[src/rtl/inst_encoder_pkg.sv]
// inst_encoder_pkg: shared constants for the RV32 R/I-type ALU encoder.
//   - base opcodes for register and immediate ALU instructions
//   - 4-bit alu_op code, identical to the control decoder's encoding
//   - funct3 / funct7 field constants
package inst_encoder_pkg;

    localparam logic [6:0] OP_R = 7'b0110011;
    localparam logic [6:0] OP_I = 7'b0010011;

    typedef enum logic [3:0] {
        ALU_ADD  = 4'b0000,
        ALU_SUB  = 4'b0001,
        ALU_AND  = 4'b0010,
        ALU_OR   = 4'b0011,
        ALU_XOR  = 4'b0100,
        ALU_SLT  = 4'b0101,
        ALU_SLTU = 4'b0110,
        ALU_SLL  = 4'b0111,
        ALU_SRL  = 4'b1000,
        ALU_SRA  = 4'b1001
    } alu_op_e;

    localparam logic [2:0] F3_ADD_SUB = 3'b000;
    localparam logic [2:0] F3_SLL     = 3'b001;
    localparam logic [2:0] F3_SLT     = 3'b010;
    localparam logic [2:0] F3_SLTU    = 3'b011;
    localparam logic [2:0] F3_XOR     = 3'b100;
    localparam logic [2:0] F3_SRL_SRA = 3'b101;
    localparam logic [2:0] F3_OR      = 3'b110;
    localparam logic [2:0] F3_AND     = 3'b111;

    // funct7 for the plain variant and for the sub/sra variant
    localparam logic [6:0] F7_BASE = 7'h00;
    localparam logic [6:0] F7_ALT  = 7'h20;

endpackage

[src/rtl/inst_encoder_fifo.sv]
// inst_fifo: synchronous DEPTH x 32 FIFO with occupancy count.
//   clk, rstn      clock, asynchronous active-low reset
//   push, wdata    write request and data (ignored when full)
//   pop            read request (ignored when empty)
//   rdata          head word, reads 0 while empty
//   count          occupancy, full, empty
module inst_fifo #(
    parameter int DEPTH = 4
) (
    input  logic                       clk,
    input  logic                       rstn,
    input  logic                       push,
    input  logic [31:0]                wdata,
    input  logic                       pop,
    output logic [31:0]                rdata,
    output logic [$clog2(DEPTH):0]     count,
    output logic                       full,
    output logic                       empty
);
    localparam int AW = $clog2(DEPTH);
    localparam int CW = AW + 1;
    localparam logic [CW-1:0] FULL_CNT = CW'(DEPTH);

    logic [31:0]   mem [DEPTH];
    logic [AW-1:0] wr_ptr;
    logic [AW-1:0] rd_ptr;
    logic          do_push;
    logic          do_pop;

    assign full    = (count == FULL_CNT);
    assign empty   = (count == '0);
    assign do_push = push & ~full;
    assign do_pop  = pop & ~empty;
    // Storage is not reset; masking keeps the head at 0 whenever nothing is held.
    assign rdata   = empty ? 32'h0 : mem[rd_ptr];

    always_ff @(posedge clk) begin
        if (do_push) mem[wr_ptr] <= wdata;
    end

    // DEPTH is a power of two, so pointers wrap by natural overflow.
    always_ff @(posedge clk or negedge rstn) begin
        if (!rstn) begin
            wr_ptr <= '0;
            rd_ptr <= '0;
            count  <= '0;
        end else begin
            if (do_push) wr_ptr <= wr_ptr + 1'b1;
            if (do_pop)  rd_ptr <= rd_ptr + 1'b1;
            case ({do_push, do_pop})
                2'b10:   count <= count + 1'b1;
                2'b01:   count <= count - 1'b1;
                default: count <= count;
            endcase
        end
    end

endmodule

[src/rtl/inst_encoder.sv]
// inst_encoder: builds RV32 R-type / I-type ALU instruction words from an
// alu_op code plus register/immediate fields, buffers them in a FIFO and
// streams them out with sequential word addresses.
//   in_valid/in_ready     request handshake (illegal requests accepted, dropped)
//   in_alu_op, in_use_imm, in_rd, in_rs1, in_rs2, in_imm   request fields
//   out_valid/out_ready   word handshake; out_inst head word, out_addr its address
//   count                 FIFO occupancy
//   err, err_cnt          sticky illegal flag, saturating illegal count
module inst_encoder
    import inst_encoder_pkg::*;
#(
    parameter int          DEPTH     = 4,
    parameter logic [31:0] BASE_ADDR = 32'h0
) (
    input  logic                       clk,
    input  logic                       rstn,
    input  logic                       in_valid,
    output logic                       in_ready,
    input  logic [3:0]                 in_alu_op,
    input  logic                       in_use_imm,
    input  logic [4:0]                 in_rd,
    input  logic [4:0]                 in_rs1,
    input  logic [4:0]                 in_rs2,
    input  logic [11:0]                in_imm,
    output logic                       out_valid,
    input  logic                       out_ready,
    output logic [31:0]                out_inst,
    output logic [31:0]                out_addr,
    output logic [$clog2(DEPTH):0]     count,
    output logic                       err,
    output logic [7:0]                 err_cnt
);
    logic [2:0]  funct3;
    logic [6:0]  funct7;
    logic        is_shift;
    logic        illegal;
    logic [31:0] word;
    logic        accept;
    logic        push;
    logic        pop;
    logic        full;
    logic        empty;

    always_comb begin
        funct3   = F3_ADD_SUB;
        funct7   = F7_BASE;
        is_shift = 1'b0;
        illegal  = 1'b0;
        case (in_alu_op)
            ALU_ADD:  funct3 = F3_ADD_SUB;
            ALU_SUB:  begin
                funct7  = F7_ALT;
                illegal = in_use_imm;   // there is no subi
            end
            ALU_AND:  funct3 = F3_AND;
            ALU_OR:   funct3 = F3_OR;
            ALU_XOR:  funct3 = F3_XOR;
            ALU_SLT:  funct3 = F3_SLT;
            ALU_SLTU: funct3 = F3_SLTU;
            ALU_SLL:  begin
                funct3   = F3_SLL;
                is_shift = 1'b1;
            end
            ALU_SRL:  begin
                funct3   = F3_SRL_SRA;
                is_shift = 1'b1;
            end
            ALU_SRA:  begin
                funct3   = F3_SRL_SRA;
                funct7   = F7_ALT;
                is_shift = 1'b1;
            end
            default:  illegal = 1'b1;
        endcase

        if (!in_use_imm)
            word = {funct7, in_rs2, in_rs1, funct3, in_rd, OP_R};
        else if (is_shift)
            // immediate shifts carry funct7 in imm[11:5]; caller's upper bits are discarded
            word = {funct7, in_imm[4:0], in_rs1, funct3, in_rd, OP_I};
        else
            word = {in_imm, in_rs1, funct3, in_rd, OP_I};
    end

    assign in_ready  = ~full;
    assign out_valid = ~empty;
    assign accept    = in_valid & in_ready;
    assign push      = accept & ~illegal;
    assign pop       = out_valid & out_ready;

    inst_fifo #(.DEPTH(DEPTH)) u_fifo (
        .clk   (clk),
        .rstn  (rstn),
        .push  (push),
        .wdata (word),
        .pop   (pop),
        .rdata (out_inst),
        .count (count),
        .full  (full),
        .empty (empty)
    );

    always_ff @(posedge clk or negedge rstn) begin
        if (!rstn) begin
            out_addr <= BASE_ADDR;
            err      <= 1'b0;
            err_cnt  <= 8'd0;
        end else begin
            if (pop) out_addr <= out_addr + 32'd4;
            if (accept && illegal) begin
                err <= 1'b1;
                if (err_cnt != 8'hFF) err_cnt <= err_cnt + 8'd1;
            end
        end
    end

endmodule

[config.mk]
export PLATFORM = sky130hd
export DESIGN_NAME = inst_encoder
export DESIGN_NICKNAME = d
export VERILOG_FILES = /design/src/rtl/inst_encoder_pkg.sv /design/src/rtl/inst_encoder_fifo.sv /design/src/rtl/inst_encoder.sv
export SDC_FILE = /design/constraint.sdc
export NUM_CORES = 1
export LEC_CHECK = 0
export CORE_MARGIN = 4
export CORE_UTILIZATION = 31
export CTS_BUF_LIST = sky130_fd_sc_hd__clkbuf_8
export DETAILED_ROUTE_END_ITERATION = 6
export GPL_ROUTABILITY_DRIVEN = 1
export SLEW_MARGIN = 20
export SYNTH_ARGS = -nofsm -noshare
export SYNTH_HDL_FRONTEND = slang
export SYNTH_SLANG_ARGS = --single-unit
[constraint.sdc]
create_clock -name clk -period 2.1 [get_ports clk]
set_clock_uncertainty 0.1 [all_clocks]
set_input_delay 0.21 -clock clk [delete_from_list [all_inputs] [get_ports clk]]
set_output_delay 0.21 -clock clk [all_outputs]
set_load 0.01 [all_outputs]
==> results.py, run 1 <==
metrics = {
    "outcome": {
        "outcome": "complete, but fails checks",
        "failed_checks": "setup timing",
    },
    "clocking": {
        "clk-insertion-delay-late_ns": 0.44,
        "clock_sinks": 150,
        "cts_max_path_buffers": 2,
        "clock_transition_at_the_register_clock_pins_on_the_worst_setup_and_hold_paths_after_cts_ns": 0.09,
        "cts_root_buf": "clkbuf_8",
        "cts_made_buffers": 17,
        "ctsHtreeMaxLevel": 4,
        "clock_tree_from_tritoncts": "built",
    },
    "synth": {
        "number_of_distinct_standard_cells_referenced_by_the_synthesized_netlist": 35,
        "synth_sequential_area_ratio": 0.676,
        "synth_area_leader_cell": "edfxtp_1",
        "synthFlopType": "edfxtp_1",
        "netlist_top_cells_count": "edfxtp_1, dfrtp_1, xnor2_1, nor2b_1, mux4_2",
        "syn_area_um2": 6330,
        "synth_enable_flop_cells": 104,
        "synth_seq_cells": 150,
        "yosysMostFrequentCell": "edfxtp_1",
        "asr_flop_ratio_synth": 0.307,
        "yosys.area.top_type_share": 0.494,
        "synth_area_per_cell_um2": 16.3,
        "synth.yosys.warnings": 0,
        "ys_top_cells_by_area": "edfxtp_1, dfrtp_1, mux4_2",
        "postSynthCellCount": 388,
    },
    "drt": {
        "route.vias.total": 3738,
        "drc": 0,
        "drt_first_iter_violations": 179,
        "viasPerCell": 4.54,
        "drtPass1Iterations": 4,
        "route.antenna.remaining_nets": 0,
        "drt-wirelength-per-cell_um": 17.2,
        "detail_route.wirelength_um": 14200,
    },
    "global_routing": {
        "grt_pass1_wl_um": 22000,
        "antenna_found_initial": 0,
        "grt_pass1_vias": 3973,
        "grt.total_usage": 0.128,
        "globalRoute.totalOverflow": 0,
        "largest_net_degree_at_the_start_of_global_routing": 43,
    },
    "flow_run": {
        "drv_cap": 0,
    },
    "floorplanning": {
        "initial_core_util": 0.320,
        "placement_rows": 51,
        "die-width_um": 151,
        "die_height_um": 151,
        "core_area_um2": 19800,
        "ios": 114,
        "design.die.area_um2": 22800,
    },
    "timing": {
        "timing.final.crit_share": 1.05,
        "setup_slack_ns": -0.111,
        "finalHoldViolations": 0,
        "fin_crit_ns": 2.21,
        "final_count_of_pins_violating_max_slew": 0,
        "total_negative_setup_slack_ns": -1.74,
        "achievable-frequency_mhz": 452,
        "grt_setup_unrepaired": "true",
        "timing.final.setup_violations": 27,
    },
    "setup_path": {
        "crit_arrival_ns": 1.90,
        "critPathMaxFanout": 8,
        "path_class": "flip-flop to output port",
        "startpoint_type": "flip-flop",
        "cp-end-kind": "output port",
        "path_cells": "buf_12, buf_12, mux4_2, nor2b_4, buf_6",
        "timing.critical_path.slowest_stage_cell": "mux4_2",
        "timing.critical_path.required_ns": 1.79,
        "cpPeakStageDelay_ns": 0.52,
        "crit_top_cell": "buf_12",
    },
    "power_and_ir_drop": {
        "design_power_total_w": 0.0104,
        "static-leakage-power_nw": 3.29,
        "pwr_density_cell_nw_per_um2": 1190,
        "peakVddDrop_mv": 0.557,
    },
    "cells_and_area": {
        "post_route_cells_drive_above_1_share": 0.318,
        "final_cell_count_no_fill": 824,
        "antenna-diode-count": 0,
        "num-nets-final": 590,
        "flow.area_growth_from_synthesis_pct": 37.2,
    },
    "place": {
        "final_gp_congestion": 0.777,
        "buffers_on_ports": 108,
        "hpwl_um": 9470,
        "dpl_worst_slack_ns": -0.458,
        "place_inst": 779,
    },
    "worst_hold_path": {
        "hold_path.class": "primary input to async pin",
    },
}
==> cell type report <==
cell class	instances	area, µm²
clock buffers	17	234
clock inverters	15	166
well taps	265	332
multi-input cells	209	2050
fillers	1774	11100
inverters	10	37.5
repair buffers	158	1580
flip-flops and latches	150	4280
==> state kept, by name, indices dropped and copies added, names as in the netlist <==
register / cells
err: 1
err_cnt: 8
out_addr: 30
u_fifo.count: 3
u_fifo.mem: 104
u_fifo.rd_ptr: 2
u_fifo.wr_ptr: 2
==> per-layer routing <==
layer,GRT usage,wire length (µm)
met1,0.166,5930
met3,0.0290,599
met5,0,0
met2,0.214,7500
met4,0.0449,136
==> power by group <==
part           switching [W]  internal [W]  total, W
Combinational        0.00184       0.00240   0.00424
Clock                0.00114       0.00108   0.00223
Sequential          0.000258       0.00363   0.00389
==> metrics by stage <==
step | hold slack (ns) | instance area [µm²] | utilization
after floorplan | -0.186 | 6370 | -
after global placement | -0.0616 | 8060 | 0.407
after detailed placement | -0.0588 | 8060 | 0.407
after CTS | 0.167 | 8590 | 0.434
after global routing | 0.176 | 8680 | 0.439
final | 0.186 | 8680 | 0.439
==> cell usage in the layout (no fill, tap or decap), types with 12 or more instances in the layout <==
| master | n |
|---|---|
| buf_2 | 13 |
| buf_4 | 31 |
| buf_6 | 18 |
| clkbuf_8 | 17 |
| clkdlybuf4s50_1 | 76 |
| dfrtp_1 | 42 |
| edfxtp_1 | 104 |
| mux4_2 | 26 |
| nand2_1 | 19 |
| nand3_1 | 12 |
| nand4_1 | 13 |
| nor2b_4 | 15 |
| xnor2_1 | 36 |
==> worst paths after layout <==
path,slack [ns],start,to,cells after the start
max in group asynchronous,1.11,rstn,out_addr[27]$_DFFE_PN0P_,3
worst min register to register,0.38,out_addr[31]$_DFFE_PN0P_,out_addr[31]$_DFFE_PN0P_,1
min in group clk,0.31,in_rd[3],u_fifo.mem[3][10]$_DFFE_PP_,1
worst min-delay path,0.19,rstn,out_addr[28]$_DFFE_PN0P_,3
worst max-delay path,-0.11,u_fifo.rd_ptr[0]$_DFFE_PN0P_,out_inst[5],5
worst max register to register,-0.02,u_fifo.count[0]$_DFFE_PN0P_,u_fifo.count[2]$_DFFE_PN0P_,10
==> kinds of logic (layout without fill, tap and decap cells) <==
kind of cell	Yosys count	count (layout)	synth area share
buf+inv	33	200	0.0279
other cells	1	5	0.000593
mux	34	34	0.107
flops	150	150	0.676
fa+ha+maj	8	8	0.0170
compound gates	10	10	0.0148
simple gates	109	109	0.0979
xor+xnor	43	43	0.0595
==> critical path, delay by kind of cell, from the launching register on <==
kind	cells	cell delay, ns
muxes	1	0.52
DFF	1	0.44
buffers and inverters	3	0.36
and+or+nand+nor	1	0.14
==> what timing repair did <==
item	CTS	global route
endpoints found under the setup margin	32	32
gates resized for setup	131	37
hold buffers	2	0
buffers inserted	11	1
gates cloned	2	1
pin swaps	2	1
endpoints found under the hold margin	46	0
(Power assumes the default switching activity.)
==> inputs of run 2 (changes only) <==
Settings changed: HOLD_SLACK_MARGIN set to 0.05, REMOVE_ABC_BUFFERS set to 1.
==> run 2 against run 1 <==
The run still ends with setup timing left; utilization fell by 0.71 points; sequential cell count unchanged; sequential power hardly changed; fmax is 0.55% lower; final area fell by 1.6%; wire length fell by 1.9%; clock power rose by 2%; die area is the same; worst setup slack got worse by 0.012 ns; count of clock-buffer cells in the layout did not move; hold slack worse by 0.0014 ns; critical path type unchanged.
==> results.py, run 2 (synthesized netlist as in run 1, its figures left out) <==
metrics = {
    "worst_hold_path": {
        "hold_path.class": "primary input to async pin",
    },
    "cells_and_area": {
        "num-nets-final": 586,
        "antenna-diode-count": 0,
        "post_route_cells_drive_above_1_share": 0.286,
        "layout.cells.most_common_list": "edfxtp_1, clkdlybuf4s50_1, dfrtp_1",
        "n_fill_cell": 1832,
        "multiInputGateArea_um2": 1990,
        "top_register": "u_fifo.mem",
        "final-seq-area_um2": 4280,
        "largest_registers_ranked_by_flip_flop_count": "u_fifo.mem (104), out_addr (30), err_cnt (8)",
        "final_common_cell": "edfxtp_1",
        "flow.area_growth_from_synthesis_pct": 35.0,
        "final_cell_count_no_fill": 820,
        "largest_register_ff_count": 104,
    },
    "place": {
        "buffers_on_ports": 108,
        "hpwl_um": 9030,
        "place_inst": 775,
        "final_gp_congestion": 0.768,
    },
    "floorplanning": {
        "core_area_um2": 19800,
        "initial_core_util": 0.320,
        "ios": 114,
        "placement_rows": 51,
        "design.die.area_um2": 22800,
        "die_height_um": 151,
        "die-width_um": 151,
    },
    "setup_path": {
        "timing.critical_path.required_ns": 1.79,
        "startpoint_type": "flip-flop",
        "rr_startpoint": "u_fifo.count[0]$_DFFE_PN0P_",
        "critical-path-top-delay-family": "multiplexers",
        "crit_arrival_ns": 1.91,
        "critPathMaxFanout": 5,
        "path_class": "flip-flop to output port",
        "ff_to_ff_path_depth": 10,
        "crit_buf_inv": 3,
        "regToRegSetupSlack_ns": 0,
        "timing.rr.end": "u_fifo.count[2]$_DFFE_PN0P_",
        "cp-end-kind": "output port",
        "timing.critical_path.slowest_stage_cell": "mux4_2",
        "path_cells": "buf_6, buf_12, mux4_2, nor2b_1, buf_2",
        "cpPeakStageDelay_ns": 0.50,
    },
    "outcome": {
        "failed_checks": "setup timing",
        "outcome": "complete, but fails checks",
    },
    "timing": {
        "timing.final.crit_share": 1.06,
        "tightestPinTransition_ns": 0.576,
        "finalHoldViolations": 0,
        "finalHoldWorstSlack_ns": 0.184,
        "fin_crit_ns": 2.22,
        "setup_slack_ns": -0.124,
        "achievable-frequency_mhz": 450,
        "timing.final.setup_violations": 24,
        "grt_setup_unrepaired": "true",
        "worst_slew_slack_as_a_fraction_of_its_limit": 0.616,
        "final_count_of_pins_violating_max_slew": 0,
    },
    "drt": {
        "route.antenna.remaining_nets": 0,
        "viasPerCell": 4.53,
        "drtPass1Iterations": 4,
        "drc": 0,
        "route.vias.total": 3711,
        "detail_route.wirelength_um": 13900,
        "drt_first_iter_violations": 199,
        "drt-wirelength-per-cell_um": 16.9,
    },
    "global_routing": {
        "grt_pass1_wl_um": 22200,
        "grt.total_usage": 0.129,
        "largest_net_degree_at_the_start_of_global_routing": 27,
        "globalRoute.totalOverflow": 0,
        "grt_pass1_vias": 4063,
        "antenna_found_initial": 1,
    },
    "clocking": {
        "ctsHtreeMaxLevel": 4,
        "cts_max_path_buffers": 2,
        "clock_sinks": 150,
        "clock_tree_from_tritoncts": "built",
        "clock_transition_at_the_register_clock_pins_on_the_worst_setup_and_hold_paths_after_cts_ns": 0.09,
        "cts_made_buffers": 17,
        "cts_root_buf": "clkbuf_8",
        "clk-insertion-delay-late_ns": 0.44,
    },
    "flow_run": {
        "drv_cap": 0,
    },
    "power_and_ir_drop": {
        "peakVddDrop_mv": 0.569,
        "design_power_total_w": 0.0102,
        "pwr_density_cell_nw_per_um2": 1190,
        "static-leakage-power_nw": 3.22,
    },
}
-- run 2: worst max-delay path by stage --
stage	slack [ns]	startpoint	cells after the start	to
4_1_cts	-0.22	u_fifo.rd_ptr[0]$_DFFE_PN0P_	6	out_inst[18]
6_report	-0.12	u_fifo.rd_ptr[0]$_DFFE_PN0P_	5	out_inst[13]
3_5_place_dp	-0.46	in_alu_op[0]	11	u_fifo.count[2]$_DFFE_PN0P_
2_1_floorplan	-0.98	u_fifo.count[2]$_DFFE_PN0P_	4	out_addr[18]$_DFFE_PN0P_
3_3_place_gp	-0.38	in_alu_op[0]	11	u_fifo.count[2]$_DFFE_PN0P_
5_1_grt	-0.22	u_fifo.rd_ptr[0]$_DFFE_PN0P_	5	out_inst[13]
-- run 2: final cells by class --
class,instances,share of cell area
repair buffers,154,0.175
clock buffers,17,0.0274
multi-input cells,209,0.233
well taps,265,0.0388
clock inverters,15,0.0205
flip-flops and latches,150,0.501
inverters,10,0.00439
-- run 2: report_power, final --
group | total (W) | switching [W] | internal, W | leakage [nW]
sequential | 0.00391 | 0.000275 | 0.00363 | 1.55
clock | 0.00228 | 0.00110 | 0.00118 | 0.202
combinational | 0.00398 | 0.00175 | 0.00223 | 1.46
total | 0.0102 | 0.00312 | 0.00704 | 3.22
-- run 2: what timing repair did --
| item | 4_1_cts | 5_1_grt |
|---|---|---|
| hold buffers | 1 | 0 |
| pin swaps | 4 | 4 |
| cloned | 3 | 0 |
| buffers inserted | 10 | 2 |
| gates resized for setup | 131 | 27 |
| endpoints found under the hold margin | 24 | 0 |
| endpoints found under the setup margin | 33 | 32 |
-- run 2: metrics by stage --
| stage | instance area (µm²) | setup WS [ns] | utilization | setup TNS (ns) |
|---|---|---|---|---|
| floorplan | 6200 | -0.985 | - | -51.15 |
| global placement | 7980 | -0.383 | 0.403 | -25.54 |
| detailed placement | 7980 | -0.464 | 0.403 | -36.25 |
| CTS | 8530 | -0.219 | 0.431 | -3.81 |
| global route | 8540 | -0.220 | 0.432 | -4.14 |
| finish | 8540 | -0.124 | 0.432 | -1.52 |
-- run 2: layer usage --
layer | vias to the layer above | share of wire | routed length, µm | track usage
met5 | - | 0.00058 | 8 | 0
li1 | 1726 | - | - | -
met4 | 2 | 0.0090 | 125 | 0.0354
met1 | 1866 | 0.44 | 6070 | 0.169
met3 | 14 | 0.062 | 867 | 0.0413
met2 | 103 | 0.49 | 6810 | 0.210
